<file path="config.mk">
export PLATFORM = sky130hd
export DESIGN_NAME = tag_serial_scheduler
export DESIGN_NICKNAME = d
export VERILOG_FILES = /design/src/rtl/tag_serial_scheduler.sv
export SDC_FILE = /design/constraint.sdc
export NUM_CORES = 1
export LEC_CHECK = 0
export ABC_CLOCK_PERIOD_IN_PS = 3700
export BUFFER_PORTS_ARGS = -buffer_cell sky130_fd_sc_hd__buf_2
export CAP_MARGIN = 20
export CELL_PAD_IN_SITES_DETAIL_PLACEMENT = 1
export CELL_PAD_IN_SITES_GLOBAL_PLACEMENT = 1
export CORE_UTILIZATION = 48
export DETAILED_ROUTE_END_ITERATION = 10
export HOLD_SLACK_MARGIN = 0.05
export PLACE_DENSITY_LB_ADDON = 0.1
export SYNTH_ARGS = -nofsm -noshare
export SYNTH_HDL_FRONTEND = slang
export SYNTH_SLANG_ARGS = --single-unit
</file>
<file path="constraint.sdc">
create_clock -name sys_clk -period 3.7 [get_ports sys_clk]
set_input_delay 0.185 -clock sys_clk [delete_from_list [all_inputs] [get_ports sys_clk]]
set_output_delay 0.185 -clock sys_clk [all_outputs]
set_load 0.01 [all_outputs]
</file>
<file path="src/rtl/tag_serial_scheduler.sv">
// Round-robin scheduler that serializes per-channel phase tags
// as {channel, tag} frames on a divided bit clock.
module tag_serial_scheduler #(
  parameter int NUM_CH = 4,
  parameter int TAG_W  = 16,
  parameter int DIV    = 4
) (
  input  logic                    sys_clk,
  input  logic                    rst,
  input  logic [NUM_CH*TAG_W-1:0] tag_in,
  input  logic [NUM_CH-1:0]       tag_valid,
  input  logic                    clear_drop,
  output logic [NUM_CH-1:0]       tag_drop,
  output logic                    serial_clk,
  output logic                    serial_out,
  output logic                    serial_valid,
  output logic                    busy
);

  localparam int CH_W    = $clog2(NUM_CH);
  localparam int FRAME_W = CH_W + TAG_W;
  localparam int BC_W    = $clog2(FRAME_W);
  localparam int PH_W    = $clog2(DIV);

  localparam logic [BC_W-1:0] BC_LAST = BC_W'(FRAME_W - 1);
  localparam logic [PH_W-1:0] PH_LAST = PH_W'(DIV - 1);
  localparam logic [PH_W-1:0] PH_HALF = PH_W'(DIV / 2);

  typedef enum logic [1:0] {
    IDLE,
    SHIFT,
    GAP
  } state_t;

  state_t             r_state;
  logic [FRAME_W-1:0] r_sr;
  logic [BC_W-1:0]    r_bit;
  logic [PH_W-1:0]    r_ph;
  logic [CH_W-1:0]    r_last;
  logic [NUM_CH-1:0]  r_pend;
  logic [NUM_CH-1:0]  r_drop;
  logic [TAG_W-1:0]   r_hold [NUM_CH];

  logic              w_found;
  logic              w_grant;
  logic [CH_W-1:0]   w_gidx;
  logic [CH_W:0]     w_sum;
  logic [CH_W-1:0]   w_idx;
  logic [NUM_CH-1:0] w_gnt;
  logic [NUM_CH-1:0] w_cap;
  logic [NUM_CH-1:0] w_drop;

  // Search starts just past the last grant and wraps around
  always_comb begin
    w_found = 1'b0;
    w_gidx  = '0;
    w_sum   = '0;
    w_idx   = '0;
    for (int k = 1; k <= NUM_CH; k++) begin
      w_sum = {1'b0, r_last} + (CH_W+1)'(k);
      if (w_sum >= (CH_W+1)'(NUM_CH))
        w_sum = w_sum - (CH_W+1)'(NUM_CH);
      w_idx = w_sum[CH_W-1:0];
      if (!w_found && r_pend[w_idx]) begin
        w_found = 1'b1;
        w_gidx  = w_idx;
      end
    end
  end

  assign w_grant = (r_state == IDLE) && w_found;
  assign w_gnt   = w_grant ? (NUM_CH'(1) << w_gidx) : '0;
  assign w_cap   = {NUM_CH{rst}} & tag_valid & (~r_pend | w_gnt);
  assign w_drop  = {NUM_CH{rst}} & tag_valid & r_pend & ~w_gnt;

  always_ff @(posedge sys_clk) begin
    for (int i = 0; i < NUM_CH; i++)
      if (w_cap[i])
        r_hold[i] <= tag_in[i*TAG_W +: TAG_W];
  end

  always_ff @(posedge sys_clk) begin
    if (!rst) begin
      r_pend <= '0;
      r_drop <= '0;
    end else begin
      r_pend <= (r_pend & ~w_gnt) | w_cap;
      if (clear_drop)
        r_drop <= w_drop;
      else
        r_drop <= r_drop | w_drop;
    end
  end

  always_ff @(posedge sys_clk) begin
    if (!rst) begin
      r_state <= IDLE;
      r_sr    <= '0;
      r_bit   <= '0;
      r_ph    <= '0;
      r_last  <= CH_W'(NUM_CH - 1);
    end else begin
      unique case (r_state)
        IDLE: begin
          if (w_found) begin
            r_sr    <= {w_gidx, r_hold[w_gidx]};
            r_last  <= w_gidx;
            r_bit   <= '0;
            r_ph    <= '0;
            r_state <= SHIFT;
          end
        end
        SHIFT: begin
          if (r_ph == PH_LAST) begin
            r_ph <= '0;
            r_sr <= {r_sr[FRAME_W-2:0], 1'b0};
            if (r_bit == BC_LAST) begin
              r_bit   <= '0;
              r_state <= GAP;
            end else begin
              r_bit <= r_bit + 1'b1;
            end
          end else begin
            r_ph <= r_ph + 1'b1;
          end
        end
        GAP: begin
          if (r_ph == PH_LAST) begin
            r_ph    <= '0;
            r_state <= IDLE;
          end else begin
            r_ph <= r_ph + 1'b1;
          end
        end
        default: r_state <= IDLE;
      endcase
    end
  end

  assign serial_valid = (r_state == SHIFT);
  assign serial_out   = serial_valid & r_sr[FRAME_W-1];
  assign serial_clk   = serial_valid & (r_ph >= PH_HALF);
  assign busy         = (r_state != IDLE);
  assign tag_drop     = r_drop;

endmodule
</file>
==> impl_table.tex, run 1 <==
\begin{tabular}{lr}
\hline
Metric & Value \\
\hline
\multicolumn{2}{l}{\textbf{Layout}} \\
\quad Fraction of final layout cells with drive strength greater than 1 & 19.6\% \\
\quad Total area of sequential cells & 0.00266 sq mm \\
\quad Fill cell total of the finished layout & 977 \\
\quad Antenna diodes & 0 \\
\quad Post-synthesis to final-layout area growth & 29.5\% \\
\quad Multi-input logic area & 0.00186 sq mm \\
\quad Net count, final & 621 \\
\quad Non-filler cells, final & 676 \\
\multicolumn{2}{l}{\textbf{Logic synthesis}} \\
\quad Multiplexer share of the synthesized area & 2.99\% \\
\quad Top cells by area, synth & sky130\_fd\_sc\_hd\_\_edfxtp\_1 41\%, sky130\_fd\_sc\_hd\_\_dfxtp\_1 16\%, sky130\_fd\_sc\_hd\_\_o31ai\_1 3.4\% \\
\quad Cell taking the most area after synthesis & sky130\_fd\_sc\_hd\_\_edfxtp\_1 \\
\quad Number of distinct standard cells referenced by the synthesized netlist & 45 \\
\quad Simple-Gate Fraction of Synth Area & 13.3\% \\
\quad Yosys Warn Count & 0 \\
\quad Cell area after technology mapping & 0.00469 sq mm \\
\quad Complex-gate fraction of the synthesized area & 20.6\% \\
\quad Post-synthesis share of cell area spent on full adders, half adders and majority gates & 1.87\% \\
\quad Sequential area share after synthesis & 56.8\% \\
\quad Largest family of logic cells by synthesized area & compound AO/OA/AOI/OAI gates \\
\quad Top cell type's share of synthesized area & 41.0\% \\
\quad Share of the synthesized netlist area taken by xor and xnor gates & 0.747\% \\
\quad Post-Synthesis Mean Instance Area & 11.4 sq um \\
\quad Flip-flop and latch count after synthesis & 101 \\
\quad Synthesized net count & 490 \\
\quad Number of standard cells after synthesis & 412 \\
\multicolumn{2}{l}{\textbf{Global route}} \\
\quad Met2 Resource Use GR & 56.7\% \\
\quad Busiest grt layer & met2 \\
\quad Fraction of met1 tracks used by global routing & 45.2\% \\
\quad Pin count of the biggest net entering global routing & 49 \\
\quad Via count of the first global-routing pass & 4473 \\
\quad Total track usage & 34.6\% \\
\quad Total global routing overflow & 0 \\
\quad GR met3 Demand/Resource & 7.14\% \\
\quad Number of antenna violations at the first check in global routing & 0 \\
\quad Wire length of the first global-routing pass & 25.7 mm \\
\multicolumn{2}{l}{\textbf{Drt}} \\
\quad Initial DRC count & 428 \\
\quad Post-route DRC & 0 \\
\quad Post-route ant nets & 0 \\
\quad Number of iterations in the first detailed-routing pass & 5 \\
\quad Post-detailed-route via-to-cell ratio & 6.32 \\
\quad Routed wirelength normalized by instance count & 24.6 microns \\
\quad Vias & 4269 \\
\quad Final wirelength & 16.7 mm \\
\multicolumn{2}{l}{\textbf{Timing}} \\
\quad Final hold violations & 0 \\
\quad Worst slew pin tran & 1030 ps \\
\quad Final period util & 89.3\% \\
\quad Min Clock Period, post-route & 3300 ps \\
\quad Unrepaired setup endpoints after global routing & no \\
\quad Worst clock skew on the final layout & 16.2 ps \\
\quad Fmax & 0.303 GHz \\
\quad Rel. slew slack & 31.5\% \\
\quad \# setup viols final & 0 \\
\quad Total count of max-transition violations in the final report & 0 \\
\quad Post-Route Setup TNS & 0 ps \\
\multicolumn{2}{l}{\textbf{Setup path}} \\
\quad Number of buffers and inverters on the critical path & 0 \\
\quad Top fanout value on the critical path & 16 \\
\quad Worst reg2reg path depth & 5 \\
\quad Startpoint kind of the worst setup timing path & flip-flop \\
\quad Critical Path, Cell by Cell & or2\_1, a311oi\_4, nand2\_1, o21ai\_0, and3\_1 \\
\quad Type of the setup path with the least slack & flip-flop to flip-flop \\
\quad WP depth & 5 \\
\quad CP top delay family & simple AND/OR/NAND/NOR gates \\
\quad Max incr delay on CP & 890 ps \\
\quad Critical path data arrival time & 3310 ps \\
\quad Max stage delay cell, worst path & sky130\_fd\_sc\_hd\_\_and3\_1 \\
\quad Data required time at the worst endpoint & 3700 ps \\
\quad Worst Setup End Kind & flip-flop \\
\multicolumn{2}{l}{\textbf{Floorplan}} \\
\quad Placeable Area & 0.00937 sq mm \\
\quad Vertical die dimension & 101 microns \\
\quad Die area & 0.0102 sq mm \\
\quad Starting density of the core & 50.1\% \\
\quad Horizontal die dimension & 101 microns \\
\quad Number of rows created at floorplan & 35 \\
\quad I/O pin count & 79 \\
\multicolumn{2}{l}{\textbf{Clocking}} \\
\quad Post-CTS Hold Buffers & 64 \\
\quad Setup repair bufs after CTS & 0 \\
\quad Clock buffer depth & 2 \\
\quad CTS resizes & 0 \\
\quad Register clock-pin slew on the reported worst setup and hold paths & 100 ps \\
\quad Clock tree root buffer cell & sky130\_fd\_sc\_hd\_\_clkbuf\_8 \\
\quad Later-pin clock latency in the skew report & 390 ps \\
\quad Clock Sinks & 101 \\
\quad CTS tree & done \\
\quad Clock buffers created by TritonCTS & 9 \\
\quad CTS H-tree lvls & 3 \\
\multicolumn{2}{l}{\textbf{Worst hold path}} \\
\quad Path category of the worst min-delay check & input pin to flip-flop \\
\quad Instance count along the most critical hold path & 3 \\
\multicolumn{2}{l}{\textbf{Job}} \\
\quad Number of max-cap violations & 0 \\
\multicolumn{2}{l}{\textbf{Power}} \\
\quad Cell area power density & 631 mW/mm\^{}2 \\
\quad Final Total Pwr & 3.83 mW \\
\quad IR drop worst, VDD & 0.278 mV \\
\quad Leak Pwr & 2.37 nW \\
\multicolumn{2}{l}{\textbf{Placement}} \\
\quad Detailed placement HPWL & 8.86 mm \\
\quad Final weighted congestion in routability-driven placement & 0.926 \\
\quad Total of buffers placed on input and output ports & 78 \\
\quad Placed Instances & 597 \\
\multicolumn{2}{l}{\textbf{Outcome}} \\
\quad Result of the run & completed \\
\hline
\end{tabular}
through the flow:
step | hold WS [ps] | setup WS (ps) | area, sq um | utilization [%]
2_1_floorplan | 284 | 1440 | 4690 | -
4_1_cts | 80.9 | 673 | 6070 | 64.8
3_3_place_gp | 361 | 875 | 5200 | 55.5
5_1_grt | 116 | 295 | 6070 | 64.8
6_report | 99.3 | 396 | 6070 | 64.8
3_5_place_dp | 363 | 681 | 5200 | 55.5
power by group:
group          switching, mW  leakage [nW]  internal (mW)
Sequential             0.161         0.898           1.39
Combinational          0.868          1.35          0.546
Clock                  0.422         0.117          0.450
Total                   1.45          2.37           2.38
final cells by class:
type | instances | area share [%]
inverters | 11 | 0.680
clock buffers | 10 | 2.10
clock inverters | 5 | 1.77
multi-input cells | 267 | 30.6
repair buffers | 153 | 18.3
well taps | 129 | 2.66
flip-flops and latches | 101 | 43.8
worst register-to-register path, stage by stage (launching register included):
cell and delay, ps:
sky130_fd_sc_hd__dfxtp_1 420, sky130_fd_sc_hd__or2_1 340, sky130_fd_sc_hd__a311oi_4 670, sky130_fd_sc_hd__nand2_1 260, sky130_fd_sc_hd__o21ai_0 330, sky130_fd_sc_hd__and3_1 890
per-layer routing:
metal	wire length [microns]	vias to the layer above
li1	-	1859
met1	6780	2104
met2	8050	248
met3	1320	58
met4	516	0
met5	0	-
final timing paths:
path / startpoint / to / slack (ps)
hold reg to reg: r_sr[0] / r_sr[0] / 470
hold / removal: clear_drop / tag_drop[3] / 100
setup / recovery: r_pend[1] / r_hold[3][3] / 400
setup reg to reg: r_pend[1] / r_hold[3][3] / 400
state kept, by name, summed over array words and instances (netlist names):
register  cells
r_bit         5
r_hold       64
r_last        2
r_pend        4
r_ph          2
r_sr         18
r_state       2
tag_drop      4
cells by family (layout without fill, tap and decap cells):
kind of cell | Yosys count | in the layout
fa+ha+maj | 7 | 7
flops | 101 | 101
buf+inv | 44 | 179
simple gates | 113 | 113
xor+xnor | 4 | 4
compound gates | 129 | 129
mux | 14 | 14
synthesized netlist by cell type (all sizes together):
library cell   n
edfxtp        64
dfxtp         37
clkbuf        31
nand4         24
nand2         21
o31ai         21
o21ai         19
a21oi         17
nor2          16
nand2b        15
mux2i         14
and3          12
a211oi        11
inv           11
a211o         10
a21bo         10
a31oi          8
and4           8
ha             7
nand3          7
o211ai         7
a221o          5
a22o           5
a32o           5
nor2b          3
o21a           3
xor2           3
a41oi          2
buf            2
nor3           2
a21o           1
a221oi         1
a2bb2oi        1
a311oi         1
a32oi          1
and2           1
and2b          1
nor3b          1
nor4           1
o2bb2ai        1
or2            1
xnor2          1
cells in the final DEF (no fill, tap or decap), types with 7 or more instances in the layout:
| cell | count |
|---|---|
| sky130_fd_sc_hd__ha_1 | 7 |
| sky130_fd_sc_hd__and4_1 | 8 |
| sky130_fd_sc_hd__buf_2 | 78 |
| sky130_fd_sc_hd__a211oi_1 | 10 |
| sky130_fd_sc_hd__nand3_1 | 7 |
| sky130_fd_sc_hd__buf_4 | 11 |
| sky130_fd_sc_hd__dlygate4sd3_1 | 64 |
| sky130_fd_sc_hd__o211ai_1 | 7 |
| sky130_fd_sc_hd__a21bo_1 | 9 |
| sky130_fd_sc_hd__a21oi_1 | 17 |
| sky130_fd_sc_hd__nand2b_1 | 15 |
| sky130_fd_sc_hd__dfxtp_1 | 37 |
| sky130_fd_sc_hd__nand2_1 | 21 |
| sky130_fd_sc_hd__inv_1 | 11 |
| sky130_fd_sc_hd__nor2_1 | 16 |
| sky130_fd_sc_hd__mux2i_1 | 14 |
| sky130_fd_sc_hd__a31oi_1 | 8 |
| sky130_fd_sc_hd__a211o_1 | 10 |
| sky130_fd_sc_hd__o31ai_1 | 21 |
| sky130_fd_sc_hd__and3_1 | 12 |
| sky130_fd_sc_hd__edfxtp_1 | 64 |
| sky130_fd_sc_hd__nand4_1 | 24 |
| sky130_fd_sc_hd__clkbuf_8 | 9 |
| sky130_fd_sc_hd__o21ai_0 | 16 |
Power figures use the tool's default switching activity.
==> run 2, diff against run 1 <==
- ABC_CLOCK_PERIOD_IN_PS: 3700 -> 4000
- clock period: 3.7 -> 4 ns (I/O delays scaled with it)
==> run 2 against run 1 <==
Total power fell by 12%. Sequential cell count is the same. Non-clock buffer count fell by 3. Sequential power fell by 8%. Die area is the same. First-iteration DRC count fell by 18%. Hold slack worse by 2.4 ps. Worst setup slack better by 280 ps. Cell count down 0.30%. Clock power shrank 21%. Final area fell by 1.0%. Fmax is 0.52% lower.
==> impl_table.tex, run 2 (synthesis results as in run 1) <==
\begin{tabular}{lr}
\hline
Metric & Value \\
\hline
\multicolumn{2}{l}{\textbf{Power}} \\
\quad Psw & 1.29 mW (-11\%) \\
\quad Internal & 2.08 mW (-13\%) \\
\quad Power share of the sequential group & 42.2\% (+1.9 points) \\
\quad Clock power frac & 20.4\% (-2.4 points) \\
\quad Leak Pwr & 2.33 nW (-1.4\%) \\
\quad Combinational power share & 37.4\% (+0.5 points) \\
\quad IR drop worst, VDD & 0.235 mV (-15\%) \\
\quad Cell area power density & 560 mW/mm\^{}2 (-11\%) \\
\quad Switching part of the total power & 38.3\% (+0.45 points) \\
\multicolumn{2}{l}{\textbf{Timing}} \\
\quad Post-Route Setup TNS & 0 ps (unchanged) \\
\quad Total count of max-transition violations in the final report & 0 (unchanged) \\
\quad Rel. slew slack & 38.8\% (+7.3 points) \\
\quad Min Clock Period, post-route & 3320 ps (+17.2 ps) \\
\quad Worst slew pin tran & 917 ps (-109 ps) \\
\quad Setup slack of the critical path after layout & 679 ps (+283 ps) \\
\quad Worst clock skew on the final layout & 17.6 ps (+1.43 ps) \\
\quad \# setup viols final & 0 (unchanged) \\
\quad Final period util & 83.0\% (-6.3 points) \\
\quad Unrepaired setup endpoints after global routing & no \\
\quad Final hold violations & 0 (unchanged) \\
\quad Fmax & 0.301 GHz (-0.52\%) \\
\multicolumn{2}{l}{\textbf{Setup path}} \\
\quad Critical path data arrival time & 3330 ps (+20 ps) \\
\quad Data required time at the worst endpoint & 4010 ps (+310 ps) \\
\quad First element of the critical path & r\_pend[1] \\
\quad Worst Setup End Kind & flip-flop \\
\quad Launch point of the worst reg-to-reg path & r\_pend[1] \\
\quad Type of the setup path with the least slack & flip-flop to flip-flop \\
\quad Top fanout value on the critical path & 16 (unchanged) \\
\quad Startpoint kind of the worst setup timing path & flip-flop \\
\multicolumn{2}{l}{\textbf{Floorplan}} \\
\quad Starting density of the core & 50.1\% (unchanged) \\
\quad Die area & 0.0102 sq mm (unchanged) \\
\quad Horizontal die dimension & 101 microns (unchanged) \\
\quad Number of rows created at floorplan & 35 (unchanged) \\
\quad Placeable Area & 0.00937 sq mm (unchanged) \\
\quad Vertical die dimension & 101 microns (unchanged) \\
\quad I/O pin count & 79 (unchanged) \\
\multicolumn{2}{l}{\textbf{Clocking}} \\
\quad Later-pin clock latency in the skew report & 390 ps (about the same) \\
\quad Clock buffers created by TritonCTS & 9 (unchanged) \\
\quad Clock buffer depth & 2 (unchanged) \\
\quad Clock tree root buffer cell & sky130\_fd\_sc\_hd\_\_clkbuf\_8 \\
\quad Clock Sinks & 101 (unchanged) \\
\quad Register clock-pin slew on the reported worst setup and hold paths & 100 ps (about the same) \\
\quad CTS H-tree lvls & 3 (unchanged) \\
\quad CTS tree & done \\
\multicolumn{2}{l}{\textbf{Layout}} \\
\quad Net count, final & 618 (-0.48\%) \\
\quad Fraction of final layout cells with drive strength greater than 1 & 19.1\% (-0.48 points) \\
\quad Flip-flop count of the largest register, all copies and words added & 64 (unchanged) \\
\quad Antenna diodes & 0 (unchanged) \\
\quad Leading cell types in the layout, fill and taps excluded & 78 x sky130\_fd\_sc\_hd\_\_buf\_2, 64 x sky130\_fd\_sc\_hd\_\_dlygate4sd3\_1, 64 x sky130\_fd\_sc\_hd\_\_edfxtp\_1 \\
\quad Post-synthesis to final-layout area growth & 28.2\% \\
\quad Most common library cell in the layout ignoring fill and taps & sky130\_fd\_sc\_hd\_\_buf\_2 \\
\quad Register name with the most flops & r\_hold \\
\quad Largest registers & r\_hold (64), r\_sr (18), r\_bit (5) \\
\quad Total area of sequential cells & 0.00266 sq mm (unchanged) \\
\quad Multi-input logic area & 0.00186 sq mm (unchanged) \\
\quad Fill cell total of the finished layout & 991 (+1.4\%) \\
\multicolumn{2}{l}{\textbf{Global route}} \\
\quad Total track usage & 31.8\% (-2.8 points) \\
\quad Wire length of the first global-routing pass & 23.6 mm (-8.0\%) \\
\quad Number of antenna violations at the first check in global routing & 0 (unchanged) \\
\quad Pin count of the biggest net entering global routing & 36 (-27\%) \\
\quad Total global routing overflow & 0 (unchanged) \\
\quad Via count of the first global-routing pass & 4133 (-7.6\%) \\
\multicolumn{2}{l}{\textbf{Drt}} \\
\quad Post-detailed-route via-to-cell ratio & 6.17 (-2.3\%) \\
\quad Initial DRC count & 350 (-18\%) \\
\quad Post-route ant nets & 0 (unchanged) \\
\quad Final wirelength & 15.3 mm (-8.3\%) \\
\quad Number of iterations in the first detailed-routing pass & 5 (unchanged) \\
\quad Post-route DRC & 0 (unchanged) \\
\quad Routed wirelength normalized by instance count & 22.7 microns (-8.0\%) \\
\quad Vias & 4158 (-2.6\%) \\
\multicolumn{2}{l}{\textbf{Placement}} \\
\quad Worst Setup Slack post-DPL & 896 ps (+216 ps) \\
\quad Total of buffers placed on input and output ports & 78 (unchanged) \\
\quad Detailed placement HPWL & 8.62 mm (-2.7\%) \\
\quad Final weighted congestion in routability-driven placement & 0.820 (-11\%) \\
\multicolumn{2}{l}{\textbf{Outcome}} \\
\quad Result of the run & completed \\
\multicolumn{2}{l}{\textbf{Worst hold path}} \\
\quad Worst hold start & tag\_valid[2] \\
\quad Path category of the worst min-delay check & input pin to flip-flop \\
\multicolumn{2}{l}{\textbf{Job}} \\
\quad Number of max-cap violations & 0 (unchanged) \\
\hline
\end{tabular}
[run 2: changes by cell type in the layout (fill, tap and decap cells not counted)]
cell                        change
sky130_fd_sc_hd__inv_6          +2
sky130_fd_sc_hd__bufinv_16      -2
sky130_fd_sc_hd__buf_4          -3
sky130_fd_sc_hd__clkinv_1       +1
[run 2: area by class of cell]
cell class	count	area share [%]
Multi-Input combinational cell	267	30.9
Tap cell	129	2.68
Clock buffer	10	2.12
Clock inverter	6	1.14
Sequential cell	101	44.3
Inverter	11	0.687
Timing Repair Buffer	150	18.1
[run 2: worst paths after layout]
kind | slack [ps] | to | depth (start not counted)
hold reg to reg | 470 | r_sr[0] | 2
setup reg to reg | 680 | r_hold[3][4] | 5
hold / removal | 100 | r_pend[2] | 3
setup / recovery | 680 | r_hold[3][4] | 5
[run 2: power by group through the flow]
stage / clock network [mW] / logic (mW) / registers [mW]
floorplan: 0 / 0.858 / 1.39
global placement: 0 / 1.12 / 1.42
detailed placement: 0 / 1.16 / 1.43
CTS: 0.670 / 1.22 / 1.41
global route: 0.728 / 1.37 / 1.44
finish: 0.686 / 1.26 / 1.42
[run 2: critical path, stage by stage (launching register included)]
cell                       delay [ps]
sky130_fd_sc_hd__dfxtp_1          400
sky130_fd_sc_hd__or2_1            320
sky130_fd_sc_hd__a311oi_4         690
sky130_fd_sc_hd__nand2_1          270
sky130_fd_sc_hd__o21ai_0          440
sky130_fd_sc_hd__and3_1           830
[run 2: what timing repair did]
action	in CTS	in global routing
setup buffers	0	0
hold endpoints to repair	64	0
resized for setup	0	0
hold buffers	64	0
[run 2: per-layer routing]
metal	GRT usage [%]	vias to the layer above	part of all wire (%)
li1	-	1860	-
met4	8.47	0	2.0
met2	52.8	196	49
met5	0	-	0
met3	5.27	30	5.6
met1	43.2	2072	44
[run 2: per-stage QoR]
step	util (%)	power, mW	hold slack [ps]	instance area, sq um	cells
after global placement	55.2	2.54	376	5180	594
after floorplan	-	2.25	299	4690	412
after CTS	64.2	3.30	88.2	6010	674
after detailed placement	55.2	2.59	378	5180	594
after global routing	64.2	3.54	94.6	6010	674
final	64.2	3.37	96.9	6010	674
